--- src/rtl/vga_pkg.sv ---
// vga_pkg: pattern mode encodings, colour-bar table and 640x480@60 timing defaults
package vga_pkg;

   typedef enum logic [1:0] {MODE_SOLID, MODE_BARS, MODE_CHECK, MODE_BOX} mode_e;

   // {R,G,B} channel on/off per bar, index 0 is the leftmost bar:
   // white, yellow, cyan, green, magenta, red, blue, black
   localparam logic [7:0][2:0] BAR_TBL = {
      3'b000, 3'b001, 3'b100, 3'b101, 3'b010, 3'b011, 3'b110, 3'b111
   };

   localparam int DEF_CLK_DIV  = 4;
   localparam int DEF_H_ACTIVE = 640;
   localparam int DEF_H_FP     = 16;
   localparam int DEF_H_SYNC   = 96;
   localparam int DEF_H_BP     = 48;
   localparam int DEF_V_ACTIVE = 480;
   localparam int DEF_V_FP     = 10;
   localparam int DEF_V_SYNC   = 2;
   localparam int DEF_V_BP     = 33;

   function automatic int line_total(input int act, input int fp, input int sync, input int bp);
      return act + fp + sync + bp;
   endfunction

endpackage

--- src/rtl/vga_timing_gen.sv ---
// vga_timing_gen: pixel-enable divider, h/v scan counters and raw sync/display-enable
module vga_timing_gen import vga_pkg::*; #(
   parameter int CLK_DIV  = DEF_CLK_DIV,
   parameter int H_ACTIVE = DEF_H_ACTIVE,
   parameter int H_FP     = DEF_H_FP,
   parameter int H_SYNC   = DEF_H_SYNC,
   parameter int H_BP     = DEF_H_BP,
   parameter int V_ACTIVE = DEF_V_ACTIVE,
   parameter int V_FP     = DEF_V_FP,
   parameter int V_SYNC   = DEF_V_SYNC,
   parameter int V_BP     = DEF_V_BP
) (
   input  logic       i_clk,
   input  logic       i_rst_n,
   output logic       o_pix_en,
   output logic       o_frame_start,
   output logic       o_frame_end,
   output logic       o_hs,
   output logic       o_vs,
   output logic       o_de,
   output logic [9:0] o_hc,
   output logic [9:0] o_vc
);

   localparam int H_TOTAL = line_total(H_ACTIVE, H_FP, H_SYNC, H_BP);
   localparam int V_TOTAL = line_total(V_ACTIVE, V_FP, V_SYNC, V_BP);
   localparam int DW      = CLK_DIV > 1 ? $clog2(CLK_DIV) : 1;

   if (H_TOTAL > 1024 || V_TOTAL > 1024) begin : g_size_chk
      $error("vga_timing_gen: H_TOTAL and V_TOTAL must fit the 10-bit scan counters");
   end

   logic [DW-1:0] div_q, div_d;
   logic [9:0]    hc_q, hc_d, vc_q, vc_d;
   logic          h_end, v_end;

   assign o_pix_en = div_q == DW'(CLK_DIV - 1);
   assign h_end    = hc_q == 10'(H_TOTAL - 1);
   assign v_end    = vc_q == 10'(V_TOTAL - 1);

   // divider free-runs; scan counters step only on pix_en, vc only on hc wrap
   always_comb begin
      div_d = o_pix_en ? '0 : div_q + DW'(1);
      hc_d  = !o_pix_en ? hc_q : h_end ? '0 : hc_q + 10'd1;
      vc_d  = !(o_pix_en && h_end) ? vc_q : v_end ? '0 : vc_q + 10'd1;
   end

   // counter state, cleared asynchronously so a reset mid-frame restarts at (0,0)
   always_ff @(posedge i_clk or negedge i_rst_n) begin
      if (!i_rst_n) begin
         div_q <= '0;
         hc_q  <= '0;
         vc_q  <= '0;
      end else begin
         div_q <= div_d;
         hc_q  <= hc_d;
         vc_q  <= vc_d;
      end
   end

   // compared one bit wider so a porch ending exactly at 1024 does not alias to 0
   assign o_hs = {1'b0, hc_q} >= 11'(H_ACTIVE + H_FP) && {1'b0, hc_q} < 11'(H_ACTIVE + H_FP + H_SYNC);
   assign o_vs = {1'b0, vc_q} >= 11'(V_ACTIVE + V_FP) && {1'b0, vc_q} < 11'(V_ACTIVE + V_FP + V_SYNC);
   assign o_de = {1'b0, hc_q} < 11'(H_ACTIVE) && {1'b0, vc_q} < 11'(V_ACTIVE);

   assign o_hc          = hc_q;
   assign o_vc          = vc_q;
   assign o_frame_start = o_pix_en && hc_q == '0 && vc_q == '0;
   assign o_frame_end   = o_pix_en && h_end && v_end;

endmodule

--- src/rtl/vga_pattern_gen.sv ---
// vga_pattern_gen: VGA display engine producing solid, bars, checker and bouncing-box patterns
module vga_pattern_gen import vga_pkg::*; #(
   parameter int CLK_DIV  = DEF_CLK_DIV,
   parameter int COLOR_W  = 4,
   parameter int H_ACTIVE = DEF_H_ACTIVE,
   parameter int H_FP     = DEF_H_FP,
   parameter int H_SYNC   = DEF_H_SYNC,
   parameter int H_BP     = DEF_H_BP,
   parameter int V_ACTIVE = DEF_V_ACTIVE,
   parameter int V_FP     = DEF_V_FP,
   parameter int V_SYNC   = DEF_V_SYNC,
   parameter int V_BP     = DEF_V_BP,
   parameter bit SYNC_POL = 1'b0,
   parameter int CHK_LOG2 = 5,
   parameter int BOX_SIZE = 32
) (
   input  logic                 i_clk,
   input  logic                 i_rst_n,
   input  logic [1:0]           i_mode,
   input  logic [3*COLOR_W-1:0] i_fg,
   output logic [COLOR_W-1:0]   o_red,
   output logic [COLOR_W-1:0]   o_green,
   output logic [COLOR_W-1:0]   o_blue,
   output logic                 o_hs,
   output logic                 o_vs,
   output logic                 o_disp_en,
   output logic [9:0]           o_x,
   output logic [9:0]           o_y,
   output logic [15:0]          o_frame
);

   localparam int         CW     = 3 * COLOR_W;
   localparam logic [9:0] BX_MAX = 10'(H_ACTIVE - BOX_SIZE);
   localparam logic [9:0] BY_MAX = 10'(V_ACTIVE - BOX_SIZE);

   logic          pix_en, frame_start, frame_end, hs_raw, vs_raw, de_raw;
   logic [9:0]    hc, vc;
   mode_e         mode_q, mode_eff;
   logic [9:0]    bx_q, bx_d, by_q, by_d;
   logic          dx_neg_q, dx_neg_d, dy_neg_q, dy_neg_d;
   logic [2:0]    bar_idx, bar_on;
   logic [CW-1:0] bar_rgb, rgb_d, rgb_q;
   logic          chk_on, in_box;
   logic          hs_q, vs_q, de_q;
   logic [9:0]    x_q, y_q;
   logic [15:0]   frame_q;

   vga_timing_gen #(
      .CLK_DIV (CLK_DIV),
      .H_ACTIVE(H_ACTIVE),
      .H_FP    (H_FP),
      .H_SYNC  (H_SYNC),
      .H_BP    (H_BP),
      .V_ACTIVE(V_ACTIVE),
      .V_FP    (V_FP),
      .V_SYNC  (V_SYNC),
      .V_BP    (V_BP)
   ) u_timing (
      .i_clk        (i_clk),
      .i_rst_n      (i_rst_n),
      .o_pix_en     (pix_en),
      .o_frame_start(frame_start),
      .o_frame_end  (frame_end),
      .o_hs         (hs_raw),
      .o_vs         (vs_raw),
      .o_de         (de_raw),
      .o_hc         (hc),
      .o_vc         (vc)
   );

   // colour of the pixel at (hc,vc); the frame's first pixel already uses the newly sampled mode
   always_comb begin
      mode_eff = frame_start ? mode_e'(i_mode) : mode_q;
      bar_idx  = '0;
      for (int k = 1; k < 8; k++) bar_idx = hc >= 10'(k * H_ACTIVE / 8) ? 3'(k) : bar_idx;
      bar_on  = BAR_TBL[bar_idx];
      bar_rgb = {{COLOR_W{bar_on[2]}}, {COLOR_W{bar_on[1]}}, {COLOR_W{bar_on[0]}}};
      chk_on  = hc[CHK_LOG2] ^ vc[CHK_LOG2];
      in_box  = {1'b0, hc} >= {1'b0, bx_q} && {1'b0, hc} < {1'b0, bx_q} + 11'(BOX_SIZE) &&
                {1'b0, vc} >= {1'b0, by_q} && {1'b0, vc} < {1'b0, by_q} + 11'(BOX_SIZE);
      rgb_d   = !de_raw                 ? '0 :
                mode_eff == MODE_SOLID  ? i_fg :
                mode_eff == MODE_BARS   ? bar_rgb :
                mode_eff == MODE_CHECK  ? (chk_on ? i_fg : '0) :
                in_box                  ? i_fg : '0;
   end

   // one step of box motion; reaching a bound clamps there and flips that axis
   always_comb begin
      bx_d     = dx_neg_q ? bx_q - 10'd1 : bx_q + 10'd1;
      dx_neg_d = dx_neg_q;
      by_d     = dy_neg_q ? by_q - 10'd1 : by_q + 10'd1;
      dy_neg_d = dy_neg_q;
      if (!dx_neg_q && bx_q >= BX_MAX - 10'd1) begin
         bx_d     = BX_MAX;
         dx_neg_d = 1'b1;
      end
      if (dx_neg_q && bx_q <= 10'd1) begin
         bx_d     = '0;
         dx_neg_d = 1'b0;
      end
      if (!dy_neg_q && by_q >= BY_MAX - 10'd1) begin
         by_d     = BY_MAX;
         dy_neg_d = 1'b1;
      end
      if (dy_neg_q && by_q <= 10'd1) begin
         by_d     = '0;
         dy_neg_d = 1'b0;
      end
   end

   // output registers and per-frame state; box moves as the scan wraps so the whole next frame sees it
   always_ff @(posedge i_clk or negedge i_rst_n) begin
      if (!i_rst_n) begin
         hs_q     <= ~SYNC_POL;
         vs_q     <= ~SYNC_POL;
         de_q     <= 1'b0;
         x_q      <= '0;
         y_q      <= '0;
         rgb_q    <= '0;
         frame_q  <= '0;
         mode_q   <= MODE_SOLID;
         bx_q     <= '0;
         by_q     <= '0;
         dx_neg_q <= 1'b0;
         dy_neg_q <= 1'b0;
      end else if (pix_en) begin
         hs_q   <= hs_raw ? SYNC_POL : ~SYNC_POL;
         vs_q   <= vs_raw ? SYNC_POL : ~SYNC_POL;
         de_q   <= de_raw;
         x_q    <= hc;
         y_q    <= vc;
         rgb_q  <= rgb_d;
         mode_q <= mode_eff;
         if (frame_end) begin
            frame_q  <= frame_q + 16'd1;
            bx_q     <= bx_d;
            by_q     <= by_d;
            dx_neg_q <= dx_neg_d;
            dy_neg_q <= dy_neg_d;
         end
      end
   end

   assign {o_red, o_green, o_blue} = rgb_q;
   assign o_hs      = hs_q;
   assign o_vs      = vs_q;
   assign o_disp_en = de_q;
   assign o_x       = x_q;
   assign o_y       = y_q;
   assign o_frame   = frame_q;

endmodule

--- config.mk ---
export PLATFORM = sky130hd
export DESIGN_NAME = vga_pattern_gen
export DESIGN_NICKNAME = d
export VERILOG_FILES = /design/src/rtl/vga_pkg.sv /design/src/rtl/vga_timing_gen.sv /design/src/rtl/vga_pattern_gen.sv
export SDC_FILE = /design/constraint.sdc
export NUM_CORES = 1
export LEC_CHECK = 0
export CAP_MARGIN = 5
export CELL_PAD_IN_SITES_DETAIL_PLACEMENT = 1
export CELL_PAD_IN_SITES_GLOBAL_PLACEMENT = 2
export CORE_UTILIZATION = 36
export CTS_CLUSTER_SIZE = 30
export DETAILED_ROUTE_END_ITERATION = 6
export GPL_TIMING_DRIVEN = 0
export MAX_ROUTING_LAYER = met4
export PLACE_DENSITY = 0.91
export REMOVE_ABC_BUFFERS = 1
export SLEW_MARGIN = 30
export SYNTH_ARGS = -nofsm -noshare
export SYNTH_HDL_FRONTEND = slang
export SYNTH_HIERARCHICAL = 1
export SYNTH_SLANG_ARGS = --single-unit
export TNS_END_PERCENT = 1
--- constraint.sdc ---
create_clock -name i_clk -period 3.7 [get_ports i_clk]
set_input_delay 0.555 -clock i_clk [delete_from_list [all_inputs] [get_ports i_clk]]
set_output_delay 0.555 -clock i_clk [all_outputs]
set_load 0.005 [all_outputs]
# Word-level counts from Yosys, hierarchy flattened
# Memory sizes are Yosys's and may differ from the RTL's.
# Cells that the tools add are included.
# totals
in_bits	16
mem_bits_ro	24
ff_bits	97
output_inout_bits	51
mem_count	1
word_cells	108
# classes
n_eq_ne	5
n_bitwise	1
n_reduce_logical	24
n_mux	30
addsub	10
order_cmp	22
# memory_table
memory	depth	width	rd	rd_ports_with_merged_regs	write_ports	line	source
(name not given)	8	3	1	0	0	vga_pattern_gen.sv:76	bar_on = BAR_TBL[bar_idx];
# ops
operator	count
$mux W10	8
$mux W12	6
$ge A10 B9 Y1 const B	5
$add A10 B1 Y10 const B	4
$ge A10 B10 Y1 const B	3
$add A10 B6 Y11 const B	2
$lt A10 B11 Y1	2
$eq A10 B10 Y1 const B	2
$ge A10 B10 Y1	2
$ge A10 B8 Y1 const B	2
$le A10 B1 Y1 const B	2
$logic_not A10 Y1	2
$lt A10 B10 Y1 const B	2
$lt A10 B9 Y1 const B	2
$sub A10 B1 Y10 const B	2
$add A16 B1 Y16 const B	1
$mux W3	5
$logic_and A1 B1 Y1	14
$ge A10 B7 Y1 const B	1
$mux W2	4
$mux W1	7
$reduce_and A3 Y1	2
$eq A2 B2 Y1 const B	2
$lt A3 B4 Y1 const B	1
other kinds (7)	9

# Logic depth before layout (Yosys ltp)
# logic_depth
depth_word	13
depth_mapped	13
mapped_depth_nobuf	11

# Hierarchy
# The synthesis kept the hierarchy.
# by_module_without_submodules
module	seq_area_each_um2	area_per_inst_um2	n_inst	cells_per_inst
vga_pattern_gen	1879.3	4735.8	1	494
vga_timing_gen	550.5	1227.4	1	123

# Worst setup path after synthesis
# Ideal clock, no wire load.
# synth_path
path_type	reg2reg
start	register u_timing.vc_q[0] (netlist: u_timing/o_vc[0])
end	register rgb_q[8]
t_arrival_ps	2706
stages_incl_launch_ff	14
period_less_slack_ps	2807
setup_slack_ps	893
cell_sequence	dfrtp_1 inv_1 ha_1 nor4b_1 nand2_1 nor4_1 clkbuf_1 nor2_1 a32oi_1 a21boi_0 o211a_1 a41oi_1 buf_2 o32ai_1
# synth_between
elab_chain_len	8
elab_cells_between_ends	17
# synth_lines
item	line	source
start: declaration	vga_timing_gen.sv:34	logic [9:0] hc_q, hc_d, vc_q, vc_d;
start signal: assignment	vga_timing_gen.sv:57	vc_q <= vc_d;
$logic_not A10 Y1 *	vga_timing_gen.sv:68	assign o_frame_start = o_pix_en && hc_q == '0 && vc_q == '0;
$logic_and A1 B1 Y1 *	vga_timing_gen.sv:68	
via frame_start	vga_pattern_gen.sv:36	logic pix_en, frame_start, frame_end, hs_raw, vs_raw, de_raw;
$mux W2 *	vga_pattern_gen.sv:73	mode_eff = frame_start ? mode_e'(i_mode) : mode_q;
$eq A2 B2 Y1	vga_pattern_gen.sv:84	mode_eff == MODE_CHECK ? (chk_on ? i_fg : '0) :
$mux W12	vga_pattern_gen.sv:84	
$mux W12	vga_pattern_gen.sv:83	mode_eff == MODE_BARS ? bar_rgb :
$mux W12 *	vga_pattern_gen.sv:82	mode_eff == MODE_SOLID ? i_fg :
$mux W12 *	vga_pattern_gen.sv:81	rgb_d = !de_raw ? '0 :
end signal: assignment	vga_pattern_gen.sv:133	rgb_q <= rgb_d;
end: declaration	vga_pattern_gen.sv:42	logic [CW-1:0] bar_rgb, rgb_d, rgb_q;
# Mark *: on every way through the listed nets, which the timed path passes. The rest lies on a longest branch.
# A chain may end at the register's enable or synchronous reset.

# Worst setup path in the final report
# layout_path
start	register u_timing.vc_q[0] (netlist: u_timing/o_vc[0])
end	register rgb_q[11]
# Same word-level chain as after synthesis.

==> results.txt <==
----------------------------------------------------
[Run status]
  Run status ... finished, final reports clean

[Global route]
  Global-route wire length before repair ... 27400 um
  Number of global-route vias before repair ... 5436
  Pin count of the biggest net entering global routing ... 52
  Global Route Usage Sum ... 0.212
  Overall overflow remaining after global route ... 0
  Initial antenna violation count ... 0

[Critical path]
  Critical register-to-register path endpoint ... rgb_q[11]
  Required @ worst endpoint ... 3950 ps
  Startpoint-to-endpoint class of the critical path ... flop to flop
  Critical path startpoint category ... flop
  Worst R2R Path Depth ... 12
  Worst reg-to-reg setup slack ... 380 ps
  Crit path arrival time ... 3570 ps
  Critical path endpoint category ... flop
  Worst Path Max Fanout ... 12
  Source of the worst register-to-register timing path ... u_timing/o_vc[0]

[Synthesis]
  Compound-Gate Fraction of Synth Area ... 0.152
  Post-synthesis mux area share ... 0.0464
  XOR/XNOR Fraction of Synth Area ... 0.0602
  Number of synthesized register bits ... 97
  Post-synthesis instance area ... 5960 sq um
  Cell type with the largest total area after synthesis ... sky130_fd_sc_hd__dfrtp_1
  Leading cell types by total area after synthesis ... sky130_fd_sc_hd__dfrtp_1 (40%), sky130_fd_sc_hd__ha_1 (9.9%), sky130_fd_sc_hd__xnor2_1 (4.7%)
  Fraction of the yosys area taken by sequential cells ... 0.407
  Average cell area after synthesis ... 9.66 sq um
  Main combinational cell family by area after synthesis ... simple AND/OR/NAND/NOR gates
  Post-synthesis share of cell area spent on and, or, nand and nor gates ... 0.180
  Share of the synthesized area in the top cell type ... 0.399
  Fraction of registers with async set/reset ... 1.00
  Number of enable-type register cells in the synthesized netlist ... 0
  Post-Syn Instances ... 617
  Count of different cell masters after synthesis ... 73
  Main flop type after synthesis ... sky130_fd_sc_hd__dfrtp_1
  Adder and majority gate portion of the synthesized area ... 0.100
  Synth Warn # ... 6

[Timing]
  Hold Violations, Final ... 0
  Number of max-slew violations in the final report ... 0
  Min cycle time layout ... 3320 ps
  Largest clock skew in the final design ... 10.0 ps
  Count of endpoints failing setup in the final report ... 0
  Actual slew at the worst max-slew pin ... 748 ps
  Setup TNS ... 0 ps
  Portion of the clock cycle consumed by the worst path in the final layout ... 0.898
  Slew Limit Headroom ... 0.495
  Highest Clock Rate ... 0.301 GHz
  Unrepaired setup endpoints after global routing ... false

[Place]
  Placed cell count ... 873
  Number of buffers inserted by port buffering ... 66
  Final GP Congestion ... 0.843
  Cell Area, Placed ... 6820 sq um
  Sum of net half-perimeters after detailed placement ... 11400 um

[Route]
  DRC errors left ... 0
  Pre-Repair DR Iteration Count ... 4
  Post-detailed-route via-to-cell ratio ... 5.52
  Total vias in the final route ... 4926
  Per-cell routed wire length ... 18.2 um
  Post-detailed-routing wire length ... 16200 um
  Antenna Nets Post-Route ... 0
  DRC marker count from the first detailed-route iteration ... 253

[Clock network]
  Clock Sink Count ... 97
  Clock latency on the worst-skew pair ... 360 ps
  Clock slew at the register clock pins of the worst setup and hold paths ... 70 ps
  TritonCTS Buffers ... 9
  Clock tree root driver cell ... sky130_fd_sc_hd__clkbuf_16
  Longest Clk Path Bufs ... 2
  H-tree lvl count ... 3
  Clock tree from TritonCTS ... done

[Final layout]
  Fraction of layout cells with a size suffix above 1 ... 0.0945
  Synth-to-Final Area Change ... 20.9%
  Number of inserted diodes ... 0
  Final Util ... 0.451
  Final layout net count ... 735
  Fill cell total of the finished layout ... 1873
  Final instance count without filler cells ... 893
  Non-Filler Cell Area, Final ... 7210 sq um

[Die]
  Area of the core ... 16000 sq um
  Die Ht ... 131 um
  # rows ... 46
  Width of the die ... 131 um
  Floorplan die area ... 17100 sq um
  # IOs ... 67
  Effective utilization at floorplan ... 0.373

[Hold path]
  Class of the most critical hold timing path ... input pin to async pin

[Power]
  Sw frac ... 0.227
  Reported net switching power ... 0.490 mW
  Total power per unit cell area ... 299 nW/um^2
  Clock power share ... 0.456
  Power share of the combinational group ... 0.044
  Leakage power of the design ... 3.04 nW
  Internal power consumption ... 1.67 mW
  Sequential Power Share ... 0.500
  Maximum vdd ir drop ... 223 uV

[Job]
  Count of maximum capacitance violations ... 0

----------------------------------------------------
## registers in the layout, indices dropped and copies added, names as in the netlist
| name | cells |
|---|---|
| o_disp_en | 1 |
| o_hs | 1 |
| o_x | 10 |
| by_q | 10 |
| rgb_q | 12 |
| mode_q | 2 |
| u_timing/o_vc | 10 |
| u_timing/o_hc | 10 |
| u_timing/div_q | 2 |
| o_frame | 16 |
| o_y | 10 |
| dx_neg_q | 1 |
| o_vs | 1 |
| dy_neg_q | 1 |
| bx_q | 10 |
## worst max-delay path by stage
stage	startpoint	end	cells past startpoint
floorplan	u_timing/div_q[0]	rgb_q[11]	8
finish	u_timing/o_vc[0]	rgb_q[11]	12
detailed placement	u_timing/div_q[0]	o_frame[13]	10
CTS	u_timing/o_vc[0]	o_frame[13]	11
global placement	i_rst_n	o_frame[15]	1
global route	u_timing/o_vc[0]	rgb_q[10]	12
## kinds of logic (layout without fill, tap and decap cells)
logic type,count (synthesis),after routing
multiplexers,25,25
flip-flops,97,97
AO/OA/AOI/OAI,136,136
AND/OR/NAND/NOR,191,191
adder cells (fa/ha/maj),48,48
XOR/XNOR,41,41
buffers and inverters,79,139
## power groups by stage
stage | registers [mW] | logic [mW] | clock network (mW)
3_5_place_dp | 1.10 | 0.0971 | 0
4_1_cts | 1.08 | 0.0976 | 1.01
6_report | 1.08 | 0.0945 | 0.984
2_1_floorplan | 1.10 | 0.0225 | 0
5_1_grt | 1.08 | 0.105 | 1.05
3_3_place_gp | 1.10 | 0.0896 | 0
## layer usage
metal,GRT usage,routed length (um),part of all wire
met5,-,0,0
met4,0.0778,229,0.014
met3,0.0240,294,0.018
met2,0.364,8390,0.52
met1,0.256,7310,0.45
## final cells by class
cell class              count  area [sq um]  area share
multi-input cells         441          3270       0.454
flip-flops and latches     97          2430       0.337
repair buffers             71           739       0.103
well taps                 216           270      0.0375
clock buffers              11           243      0.0337
inverters                  52           195      0.0271
clock inverters             5          61.3     0.00850
## cells in the mapped netlist, types with 3 or more instances
cell and number:
sky130_fd_sc_hd__xor2_1 9, sky130_fd_sc_hd__o31ai_1 6, sky130_fd_sc_hd__clkbuf_2 3, sky130_fd_sc_hd__a31oi_1 9, sky130_fd_sc_hd__a41oi_1 3, sky130_fd_sc_hd__nand3b_1 3, sky130_fd_sc_hd__xnor2_1 32, sky130_fd_sc_hd__nand4b_1 5
sky130_fd_sc_hd__o21ai_0 25, sky130_fd_sc_hd__mux2_2 21, sky130_fd_sc_hd__o32ai_1 10, sky130_fd_sc_hd__mux2i_1 4, sky130_fd_sc_hd__nand3_1 29, sky130_fd_sc_hd__nor3_1 11, sky130_fd_sc_hd__a211oi_1 3, sky130_fd_sc_hd__inv_1 52
sky130_fd_sc_hd__o22ai_1 8, sky130_fd_sc_hd__nor4_1 7, sky130_fd_sc_hd__nand4_1 14, sky130_fd_sc_hd__and3b_1 3, sky130_fd_sc_hd__a21oi_1 33, sky130_fd_sc_hd__nand2_1 39, sky130_fd_sc_hd__o211ai_1 3, sky130_fd_sc_hd__clkbuf_1 18
sky130_fd_sc_hd__nand2b_1 4, sky130_fd_sc_hd__and4_1 3, sky130_fd_sc_hd__nor2_1 37, sky130_fd_sc_hd__nor2b_1 9, sky130_fd_sc_hd__a21o_1 5, sky130_fd_sc_hd__ha_1 47, sky130_fd_sc_hd__dfrtp_1 95, sky130_fd_sc_hd__buf_2 3
sky130_fd_sc_hd__o22a_1 5, sky130_fd_sc_hd__and3_1 5
## layout by cell type, fill, tap and decap left out, types with 9 or more instances in the layout
cell | Yosys | final
sky130_fd_sc_hd__a21oi_1 | 33 | 33
sky130_fd_sc_hd__a31oi_1 | 9 | 9
sky130_fd_sc_hd__clkbuf_16 | 0 | 9
sky130_fd_sc_hd__clkdlybuf4s50_1 | 0 | 65
sky130_fd_sc_hd__dfrtp_1 | 95 | 95
sky130_fd_sc_hd__ha_1 | 47 | 46
sky130_fd_sc_hd__inv_1 | 52 | 52
sky130_fd_sc_hd__mux2_2 | 21 | 21
sky130_fd_sc_hd__nand2_1 | 39 | 38
sky130_fd_sc_hd__nand3_1 | 29 | 29
sky130_fd_sc_hd__nand4_1 | 14 | 14
sky130_fd_sc_hd__nor2_1 | 37 | 37
sky130_fd_sc_hd__nor2b_1 | 9 | 9
sky130_fd_sc_hd__o21ai_0 | 25 | 25
sky130_fd_sc_hd__o32ai_1 | 10 | 10
sky130_fd_sc_hd__xnor2_1 | 32 | 32
sky130_fd_sc_hd__xor2_1 | 9 | 9
## worst max-delay path, stage by stage (launching register included)
cell and delay, ps:
sky130_fd_sc_hd__dfrtp_1 460, sky130_fd_sc_hd__inv_1 160, sky130_fd_sc_hd__ha_1 160, sky130_fd_sc_hd__nor4b_2 300
sky130_fd_sc_hd__nand2_1 190, sky130_fd_sc_hd__nor4_4 290, sky130_fd_sc_hd__buf_4 190, sky130_fd_sc_hd__nor2_1 50
sky130_fd_sc_hd__a32oi_1 230, sky130_fd_sc_hd__a21boi_0 250, sky130_fd_sc_hd__o211a_1 180, sky130_fd_sc_hd__a41oi_2 340
sky130_fd_sc_hd__o32ai_1 420
## per-stage QoR
| step | hold slack [ps] | worst slack (ps) | power [mW] |
|---|---|---|---|
| 2_1_floorplan | 259 | 28.6 | 1.12 |
| 3_3_place_gp | 414 | -1710 | 1.19 |
| 3_5_place_dp | 459 | -110 | 1.20 |
| 4_1_cts | 142 | 64.0 | 2.19 |
| 5_1_grt | 155 | 112 | 2.23 |
| 6_report | 126 | 379 | 2.16 |
## repair_timing
action / 4_1_cts / 5_1_grt
gates cloned: 0 / 0
hold buffers: 0 / 0
resized for setup: 2 / 4
setup buffers: 1 / 3
endpoints found under the setup margin: 11 / 24
pin swaps: 1 / 1
Note: power is estimated with default switching activity, not from simulation.
